File: config.mk
export PLATFORM = sky130hd
export DESIGN_NAME = count_event_monitor
export DESIGN_NICKNAME = d
export VERILOG_FILES = /design/src/rtl/count_event_monitor.sv
export SDC_FILE = /design/constraint.sdc
export NUM_CORES = 1
export LEC_CHECK = 0
export ABC_AREA = 1
export ABC_CLOCK_PERIOD_IN_PS = 2370
export BUFFER_PORTS_ARGS = -buffer_cell sky130_fd_sc_hd__buf_2
export CORE_ASPECT_RATIO = 1.75
export CORE_MARGIN = 3
export CORE_UTILIZATION = 50
export CTS_CLUSTER_SIZE = 25
export DETAILED_ROUTE_END_ITERATION = 10
export GPL_ROUTABILITY_DRIVEN = 1
export PLACE_DENSITY = 0.7
export SYNTH_ARGS = -nofsm -noshare
export SYNTH_HDL_FRONTEND = slang
export SYNTH_SLANG_ARGS = --single-unit
File: constraint.sdc
create_clock -name clk -period 2.37 [get_ports clk]
set_clock_uncertainty 0.1 [all_clocks]
set_input_delay 0.474 -clock clk [delete_from_list [all_inputs] [get_ports clk]]
set_output_delay 0.474 -clock clk [all_outputs]
set_load 0.03 [all_outputs]
File: src/rtl/count_event_monitor.sv
// count_event_monitor: detects counter wrap/threshold events and queues them in a FIFO
module count_event_monitor #(
  parameter int WIDTH = 4,
  parameter int DEPTH = 4
) (
  input  logic             clk,
  input  logic             rst,
  input  logic             mode,
  input  logic [WIDTH-1:0] count,
  input  logic [WIDTH-1:0] thresh,
  output logic             evt_valid,
  input  logic             evt_ready,
  output logic [1:0]       evt_type,
  output logic [WIDTH-1:0] evt_count,
  output logic [7:0]       wrap_total,
  output logic             drop
);
  localparam int AW = $clog2(DEPTH);
  localparam int OW = $clog2(DEPTH + 1);
  logic [WIDTH-1:0] prev_count_q, prev_count_d;
  logic             prev_mode_q, prev_mode_d;
  logic             prev_ok_q, prev_ok_d;
  logic [AW-1:0]    wr_ptr_q, wr_ptr_d, rd_ptr_q, rd_ptr_d;
  logic [OW-1:0]    occ_q, occ_d;
  logic [7:0]       wrap_q, wrap_d;
  logic             drop_q, drop_d;
  logic [WIDTH+1:0] mem_q [DEPTH];
  logic             ovf, unf, thr, push, pop, wr_en;
  logic [1:0]       ev_type;
  always_comb begin
    ovf          = prev_ok_q && prev_mode_q && prev_count_q == '1 && count == '0;
    unf          = prev_ok_q && !prev_mode_q && prev_count_q == '0 && count == '1;
    thr          = prev_ok_q && count == thresh && prev_count_q != thresh;
    ev_type      = ovf ? 2'b01 : (unf ? 2'b10 : 2'b11);
    push         = ovf || unf || thr;
    pop          = evt_valid && evt_ready;
    // a full FIFO still accepts when the head leaves on the same edge
    wr_en        = push && (occ_q != OW'(DEPTH) || pop);
    wr_ptr_d     = wr_ptr_q + AW'(wr_en);
    rd_ptr_d     = rd_ptr_q + AW'(pop);
    occ_d        = occ_q + OW'(wr_en) - OW'(pop);
    wrap_d       = ((ovf || unf) && wrap_q != 8'hff) ? wrap_q + 8'd1 : wrap_q;
    drop_d       = drop_q || (push && !wr_en);
    prev_count_d = count;
    prev_mode_d  = mode;
    prev_ok_d    = 1'b1;
  end
  always_ff @(posedge clk or negedge rst) begin
    if (!rst) begin
      prev_count_q <= '0;
      prev_mode_q  <= 1'b0;
      prev_ok_q    <= 1'b0;
      wr_ptr_q     <= '0;
      rd_ptr_q     <= '0;
      occ_q        <= '0;
      wrap_q       <= '0;
      drop_q       <= 1'b0;
    end else begin
      prev_count_q <= prev_count_d;
      prev_mode_q  <= prev_mode_d;
      prev_ok_q    <= prev_ok_d;
      wr_ptr_q     <= wr_ptr_d;
      rd_ptr_q     <= rd_ptr_d;
      occ_q        <= occ_d;
      wrap_q       <= wrap_d;
      drop_q       <= drop_d;
    end
  end
  always_ff @(posedge clk) begin
    if (wr_en) mem_q[wr_ptr_q] <= {ev_type, count};
  end
  assign evt_valid  = occ_q != '0;
  assign evt_type   = evt_valid ? mem_q[rd_ptr_q][WIDTH+1:WIDTH] : 2'b00;
  assign evt_count  = evt_valid ? mem_q[rd_ptr_q][WIDTH-1:0] : '0;
  assign wrap_total = wrap_q;
  assign drop       = drop_q;
endmodule

# Word-level counts from Yosys, hierarchy flattened
# Memories as Yosys holds them, arrays and structs flattened.
# Cells that the tools add are included.
# totals
reg_bits	22
inputBits	12
mem_count	1
ramBits	24
out_inout_bits	16
# mem_list
name	words	word_bits	rd	rd_ports_with_merged_regs	wr	line	source
mem_q	4	6	1	0	1	27	logic [WIDTH+1:0] mem_q [DEPTH];
# op_classes
n_mux	6
addsub	5
reduce_logical	21
n_eq_ne	6
# op_table
operator	count
logical AND 1 bit	12
adder 8 x 1 -> 8 bit, second input constant	1
equality test 4 bit, second input constant	2
zero test 4 bit	2
!= test 8 bit, second input constant	1
adder 2 x 1 -> 2 bit	2
equality test 4 bit	1
logical OR 1 bit	4
two-way mux 2 bit	2
two-way mux 4 bit	1
!= test 4 bit	1
adder 3 x 1 -> 3 bit	1
two-way mux 1 bit	3
!= test 3 bit, second input constant	1
nonzero test 3 bit	1
subtractor 3 x 1 -> 3 bit	1
zero test 1 bit	2

# Logic depth before layout (Yosys ltp)
# Gate-level depths: netlist of the first run.
# logic_depth
depth_word	10
depth_mapped	13

# Worst setup path after synthesis of the first run
# OpenSTA, ideal clock, no wires.
# synth_path
path_kind	input -> register
from	input port count[3]
to	register occ_q[2]
setup_slack_ns	0.306
path_stages	11
arrival_ns	1.836
required_ns	2.141
n_path_buf	0
setup_ns	0.129
cell_sequence	nor2_1 -> nand3_1 -> nor2_1 -> inv_2 -> nand2_2 -> inv_2 -> nand3_1 -> nand2_1 -> ha_1 -> fa_1 -> xor2_1
# synth_between
elab_chain_cells	7
word_cells_on_any_way	12
classes_between	2 x add/sub; 2 x eq/ne; 8 x reduce/logical
# synth_rtl
element	line	source
start, declared	9	input logic [WIDTH-1:0] count,
equality test 4 bit, or another cell as far along	32	unf = prev_ok_q && !prev_mode_q && prev_count_q == '0 && count == '1;
logical AND 1 bit, on equally long branches	32, 31, 33	
logical OR 1 bit or logical AND 1 bit (tied branches)	35, 33	
logical OR 1 bit *	35	push = ovf || unf || thr;
logical AND 1 bit *	38	wr_en = push && (occ_q != OW'(DEPTH) || pop);
adder 3 x 1 -> 3 bit *	41	occ_d = occ_q + OW'(wr_en) - OW'(pop);
subtractor 3 x 1 -> 3 bit *	41	
net occ_d[2]	24	logic [OW-1:0] occ_q, occ_d;
end signal, assigned	55	occ_q <= '0;
end signal, assigned	64	occ_q <= occ_d;
end, declared	24	
# The timed path passes the listed nets; every way through them passes the cells marked *.
# A chain may end at the register's enable or synchronous reset.

# Worst setup path in the final report of the first run
# layout_path
from	register rd_ptr_q[0]
to	output port evt_type[1]
# layout_between
elab_chain_cells	2
# layout_rtl
element	line	source
start, declared	23	logic [AW-1:0] wr_ptr_q, wr_ptr_d, rd_ptr_q, rd_ptr_d;
start signal, assigned	63	rd_ptr_q <= rd_ptr_d;
memory read (4 x 6 bit)	n/a	
two-way mux 2 bit	73	assign evt_type = evt_valid ? mem_q[rd_ptr_q][WIDTH+1:WIDTH] : 2'b00;
end, declared	13	output logic [1:0] evt_type,
# Every way passes these cells.

==> metrics.md, run 1 <==
| Metric | Value |
|---|---|
| Largest net degree at the start of global routing | `23` |
| Pre-antenna DRT Iters | `4` |
| Asr flop ratio synth | `47.8%` |
| Antenna-violating nets left | `0` |
| Post-Syn Area | `2230 sq um` |
| CP Capture Type | `output pin` |
| Htree depth | `2` |
| Share of layout cells above drive strength 1 | `22.6%` |
| Die Span Y | `94.3 um` |
| Max incr delay on CP | `0.51 ns` |
| Crit Path Class | `flip-flop to output pin` |
| Core Util, Final | `60.6%` |
| Startpoint Class | `flip-flop` |
| Clock buffer depth | `2` |
| WP depth | `4` |
| TritonCTS clock tree | `done` |
| Root buffer cell | `clkbuf_8` |
| Final setup fails | `0` |
| Final Hold Viols | `0` |
| Initial antenna violation count | `0` |
| Unrepaired setup endpoints after global routing | `no` |
| Critical Path Fanout Max | `14` |
| Final #Nets | `286` |
| DR WL/cell | `13.0 um` |
| Worst hold path type | `input pin to async pin` |
| Synth Register Bits | `46` |
| P_leak | `1.18 nW` |
| CORE AREA | `4230 sq um` |
| Commonest cells after routing, fill and taps aside | `nand2_1, nor2_1, buf_2, inv_1, edfxtp_1` |
| Yosys cell types | `30` |
| Routability cong. | `0.754` |
| TNS Setup | `0 ns` |
| Yosys warning total | `0` |
| R2R cell count | `12` |
| N_diodes | `0` |
| Int Power | `0.00150 W` |
| Global-route wire length before repair | `6990 um` |
| Ports | `28` |
| Post-synth top area cell | `edfxtp_1` |
| Buffers on Ports | `27` |
| Syn avg cell area | `9.56 sq um` |
| Post-Synthesis Cells | `233` |
| Fillers | `372` |
| Maxcap violations | `0` |
| CP Buf/Inv Count | `2` |
| Final worst path period share | `93.8%` |
| Area contributors post-synth | `edfxtp_1, dfrtp_1, nand2_1` |
| Die area | `5330 sq um` |
| Tightest Pin Transition | `0.511 ns` |
| Clk pwr share | `24.0%` |
| Crit-path cells | `inv_1, o21ai_0, a21oi_1, buf_2` |
| Pwr per Cell Area | `928 nW/um^2` |
| Seq/Total Area, Yosys | `57.0%` |
| Worst-Skew Late Latency | `0.29 ns` |
| Switch Pwr | `0.000874 W` |
| Top cell type's share of synthesized area | `32.3%` |
| CP Data Required Time | `1.80 ns` |
| VDD IR max | `0.000764 V` |
| # hold bufs at CTS | `0` |
| Vias after detailed routing | `1586` |
| TritonCTS buffer count | `5` |
| Commonest non-fill, non-tap cell in the layout | `nand2_1` |
| Detailed Route WL | `4140 um` |
| Area of the multi-input gates | `835 sq um` |
| Die Wd | `56.5 um` |
| Tot GR Track Use | `17.2%` |
| Seq. cell area | `1270 sq um` |
| Initial detailed-routing violation count | `36` |
| Layout area overhead | `15.0%` |
| Row count | `31` |
| Status | `finished clean` |
| Sink Count | `46` |
| Vias per Instance | `4.97` |
| Critical-path top delay cell | `dfrtp_2` |
| Post-layout min period | `2.22 ns` |
| Delay-heaviest family, CP | `flip-flops` |
| DRC viols | `0` |
| Post-synth EDFFs | `24` |
| DP Wirelength | `3170 um` |
| Initial Utilization | `52.7%` |
| Ys flop type | `edfxtp_1` |
| Sequential share of power | `43.4%` |
| Comb power frac | `32.6%` |
| Fmax | `450 MHz` |
| Sw Ratio | `36.7%` |
| Reg clk slew, reported paths | `0.09 ns` |
| Pins over their slew limit | `0` |
| Post-Syn Nets | `250` |
| Slew HR | `66.0%` |
| Vias in the first global route | `1561` |
| Crit path DAT | `1.65 ns` |
| Grt ovf | `0` |
-- synthesized netlist by cell type, types with 2 or more instances --
master / count
a21oi_1: 7
buf_2: 2
dfrtp_1: 22
edfxtp_1: 24
ha_1: 4
inv_1: 26
inv_2: 3
nand2_1: 50
nand2_4: 3
nand3_1: 11
nor2_1: 36
nor2_2: 5
o21ai_0: 12
o21ai_1: 3
xnor2_1: 7
xor2_1: 4
-- per-stage QoR --
step	cell area [sq um]	hold slack (ns)	cells	total power, W	worst slack [ns]
6_report	2560	0.0376	319	0.00238	0.146
5_1_grt	2560	0.0600	319	0.00254	0.0366
4_1_cts	2560	0.0522	319	0.00240	0.0166
3_5_place_dp	2450	0.350	311	0.00183	0.0511
3_3_place_gp	2450	0.344	311	0.00182	0.0672
2_1_floorplan	2230	0.0784	233	0.00160	0.306
-- state kept, by name, indices dropped and copies added (netlist names) --
| register | count |
|---|---|
| rd_ptr_q | 2 |
| prev_mode_q | 1 |
| occ_q | 3 |
| prev_count_q | 4 |
| prev_ok_q | 1 |
| drop | 1 |
| wrap_total | 8 |
| mem_q | 24 |
| wr_ptr_q | 2 |
-- layer usage --
layer,share of wire (%),GRT usage [%]
met5,0,0
met4,2.2,7.92
met3,2.6,2.06
met2,59,33.6
met1,36,17.6
-- power by group through the flow --
stage	Clock (W)	Combinational (W)	Sequential, W
after floorplan	0	0.000595	0.00100
after global placement	0	0.000769	0.00105
after detailed placement	0	0.000783	0.00105
after CTS	0.000582	0.000788	0.00103
after global routing	0.000617	0.000880	0.00104
final	0.000570	0.000775	0.00103
-- worst paths after layout --
path	from	to	slack, ns
worst max-delay path	rd_ptr_q[0]	evt_type[1]	0.15
worst min-delay path	rst	occ_q[0]	0.04
worst max register to register	prev_count_q[2]	occ_q[2]	0.30
worst min register to register	drop	drop	0.37
max in group asynchronous	rst	rd_ptr_q[0]	1.76
min in group clk	mode	prev_mode_q	0.18
-- cell families (layout without fill, tap and decap cells) --
kind of cell | Yosys count | in the layout | share of synthesized area (%)
adder cells (fa/ha/maj) | 5 | 5 | 3.14
other | 1 | 1 | 0.168
XOR/XNOR | 11 | 11 | 4.32
flip-flops | 46 | 46 | 57.0
buffers and inverters | 32 | 69 | 5.50
AO/OA/AOI/OAI | 24 | 24 | 5.61
AND/OR/NAND/NOR | 114 | 114 | 24.2
-- area by class of cell --
cell class,count,share of cell area (%)
sequential,46,49.6
multi-input combinational,155,32.6
timing repair buffer,32,6.74
inverter,29,4.25
clock buffer,5,2.68
tap,49,2.39
clock inverter,3,1.76
-- what timing repair did --
item,CTS,global route
setup endpoints to repair,0,5
buffers inserted,0,0
resized for setup,0,1
hold endpoints to repair,0,0
Note: power is estimated with default switching activity, not from simulation.
==> inputs of run 2 (changes only) <==
- ABC_CLOCK_PERIOD_IN_PS: 2370 -> 1920
- PLACE_DENSITY: 0.7 -> 0.73
- clock period: 2.37 -> 1.92 ns (I/O delays scaled with it)
==> run 2 against run 1 <==
  * The flow now finishes with violations (negative setup slack)
  * Register-to-register slack lost 0.35 ns
  * Clock power grew 50%
  * Worst hold slack gained 0.053 ns
  * Sequential power grew 21%
  * Sequential cell count is the same
  * Critical path type is now flip-flop to flip-flop
  * Largest cell class unchanged
==> metrics.md, run 2 (synthesis results as in run 1) <==
| Metric | Value |
|---|---|
| Status | `finished, violations left` |
| Failing checks | `negative setup slack` |
| Maxcap violations | `0 (unchanged)` |
| TritonCTS clock tree | `done` |
| Vias in the first global route | `1745 (+12%)` |
| Initial detailed-routing violation count | `21 (-42%)` |
| DR WL/cell | `13.3 um (+2.7%)` |
| Reg2reg end | `occ_q[2]` |
| Max incr delay on CP | `0.42 ns (-0.09 ns)` |
| Crit-path cells | `inv_1, nand2_1, nand2_1, nor2_1, nand2_1, nand3_4, nand2_4, nand3_4, nand2_4, ha_4, fa_2, xor2_1` |
| Commonest non-fill, non-tap cell in the layout | `nand2_1` |
| Critical-path top delay cell | `dfrtp_1` |
| Post-layout min period | `1.97 ns` |
| Max reg flops | `24 (unchanged)` |
| Slew HR | `66.4% (+0.48 points)` |
| Unrepaired setup endpoints after global routing | `yes` |
| Final Hold Viols | `0 (unchanged)` |
| Antenna-violating nets left | `0 (unchanged)` |
| Fin area | `2960 sq um (+16%)` |
| Routability cong. | `0.847 (+12%)` |
| Most frequent CP cell | `nand2_1` |
| Final setup fails | `3 (+3)` |
| CP Capture Type | `flip-flop` |
| Fillers | `303 (-19%)` |
| Pwr per Cell Area | `1150 nW/um^2 (+24%)` |
| Pre-antenna DRT Iters | `4 (unchanged)` |
| CP Data Required Time | `2.00 ns (+0.20 ns)` |
| Vias after detailed routing | `1749 (+10%)` |
| Commonest cells after routing, fill and taps aside | `nand2_1, buf_4, nor2_1, inv_1, edfxtp_1` |
| N_diodes | `0 (unchanged)` |
| Die Span Y | `94.3 um (unchanged)` |
| DRC viols | `0 (unchanged)` |
| Share of layout cells above drive strength 1 | `35.0% (+12 points)` |
| VDD IR max | `0.00101 V (+32%)` |
| TritonCTS buffer count | `5 (unchanged)` |
| Htree depth | `2 (unchanged)` |
| Critical Path Fanout Max | `4 (-10)` |
| P_leak | `1.36 nW (+15%)` |
| Initial Utilization | `52.7% (unchanged)` |
| Critical path startpoint | `prev_count_q[0]` |
| Largest net degree at the start of global routing | `23 (unchanged)` |
| Hold endpoint | `prev_mode_q` |
| Startpoint Class | `flip-flop` |
| Tightest Pin Transition | `0.503 ns (-0.00718 ns)` |
| Tot Pwr | `0.00339 W (+43%)` |
| Area of the multi-input gates | `953 sq um (+14%)` |
| Pins over their slew limit | `0 (unchanged)` |
| Buffers on Ports | `27 (unchanged)` |
| Final worst path period share | `102%` |
| Root buffer cell | `clkbuf_8` |
| Initial antenna violation count | `0 (unchanged)` |
| Sink Count | `46 (unchanged)` |
| Ports | `28 (unchanged)` |
| Final #Nets | `313 (+9.4%)` |
| Hold wc startpoint | `mode` |
| Die Wd | `56.5 um (unchanged)` |
| CORE AREA | `4230 sq um (unchanged)` |
| DP Wirelength | `3230 um (+2.1%)` |
| Global-route wire length before repair | `7490 um (+7.1%)` |
| Reg2reg setup slack | `-0.05 ns (-0.35 ns)` |
| R2R cell count | `12 (unchanged)` |
| Vias per Instance | `5.05 (+1.7%)` |
| Fmax | `509 MHz` |
| Detailed Route WL | `4610 um (+11%)` |
| Hold depth | `1` |
| Grt ovf | `0 (unchanged)` |
| Reg-to-reg critical path startpoint | `prev_count_q[0]` |
| Seq. cell area | `1270 sq um (unchanged)` |
| Placement Cell Area | `2630 sq um (+7.4%)` |
| Worst-Skew Late Latency | `0.29 ns (about the same)` |
| Die area | `5330 sq um (unchanged)` |
| Clock buffer depth | `2 (unchanged)` |
| Tot GR Track Use | `18.5% (+1.3 points)` |
| Worst hold path type | `input pin to flip-flop` |
| Crit path DAT | `2.04 ns (+0.39 ns)` |
| Crit Path Class | `flip-flop to flip-flop` |
| Row count | `31 (unchanged)` |
| Layout area overhead | `32.9%` |
| Reg clk slew, reported paths | `0.08 ns (about the same)` |
| Register name with the most flops | `mem_q` |
| Final worst setup slack | `-0.0454 ns (-0.192 ns)` |
-- run 2: changes by cell type in the layout (fill, tap and decap cells not counted), sizes merged --
cell and delta:
clkbuf +1, buf +26, dlygate4sd3 +1, bufinv +1, clkinvlp -2
-- run 2: worst max-delay path by stage --
stage,to
after global placement,occ_q[2]
after floorplan,occ_q[2]
after global routing,occ_q[2]
after detailed placement,occ_q[2]
final,occ_q[2]
after CTS,occ_q[2]
-- run 2: cell type report --
class,instances,area share [%]
flip-flops and latches,46,43.0
multi-input cells,155,32.2
repair buffers,59,14.2
inverters,29,3.76
clock buffers,6,2.79
well taps,49,2.07
clock inverters,2,2.03
-- run 2: critical path: cells and delay by family, from the launching register on --
family	cells	cell delay, ns
buffers and inverters	1	0.06
AND/OR/NAND/NOR	8	0.65
XOR/XNOR	1	0.16
adder cells (fa/ha/maj)	2	0.48
flip-flops	1	0.42
-- run 2: report_power, final --
group / internal [W] / switching (W) / total [W]
Combinational: 0.000530 / 0.000756 / 0.00129
Sequential: 0.00114 / 0.000115 / 0.00125
Clock: 0.000554 / 0.000299 / 0.000854
Total: 0.00222 / 0.00117 / 0.00339
-- run 2: stage by stage --
stage	utilization, %	setup TNS [ns]	worst slack [ns]	std cells	hold slack, ns
2_1_floorplan	-	0	0.00513	233	-0.0116
3_3_place_gp	62.2	-1.99	-0.207	332	0.270
3_5_place_dp	62.2	-2.55	-0.260	332	0.276
4_1_cts	68.4	-0.0243	-0.0243	349	0.0836
5_1_grt	70.1	-1.52	-0.143	346	0.0865
6_report	70.1	-0.0743	-0.0454	346	0.0908
-- run 2: timing repair --
| action | in CTS | in global routing |
|---|---|---|
| endpoints found under the setup margin | 8 | 35 |
| resized for setup | 15 | 32 |
| pin swaps | 9 | 18 |
| hold buffers | 1 | 0 |
| hold endpoints to repair | 22 | 0 |
| buffers inserted | 8 | 0 |
-- run 2: metal layers --
metal	wire, um	vias up	global-route usage [%]
li1	-	873	-
met1	1610	822	16.0
met2	2630	36	36.6
met3	134	18	2.61
met4	238	0	13.3
met5	0	-	0
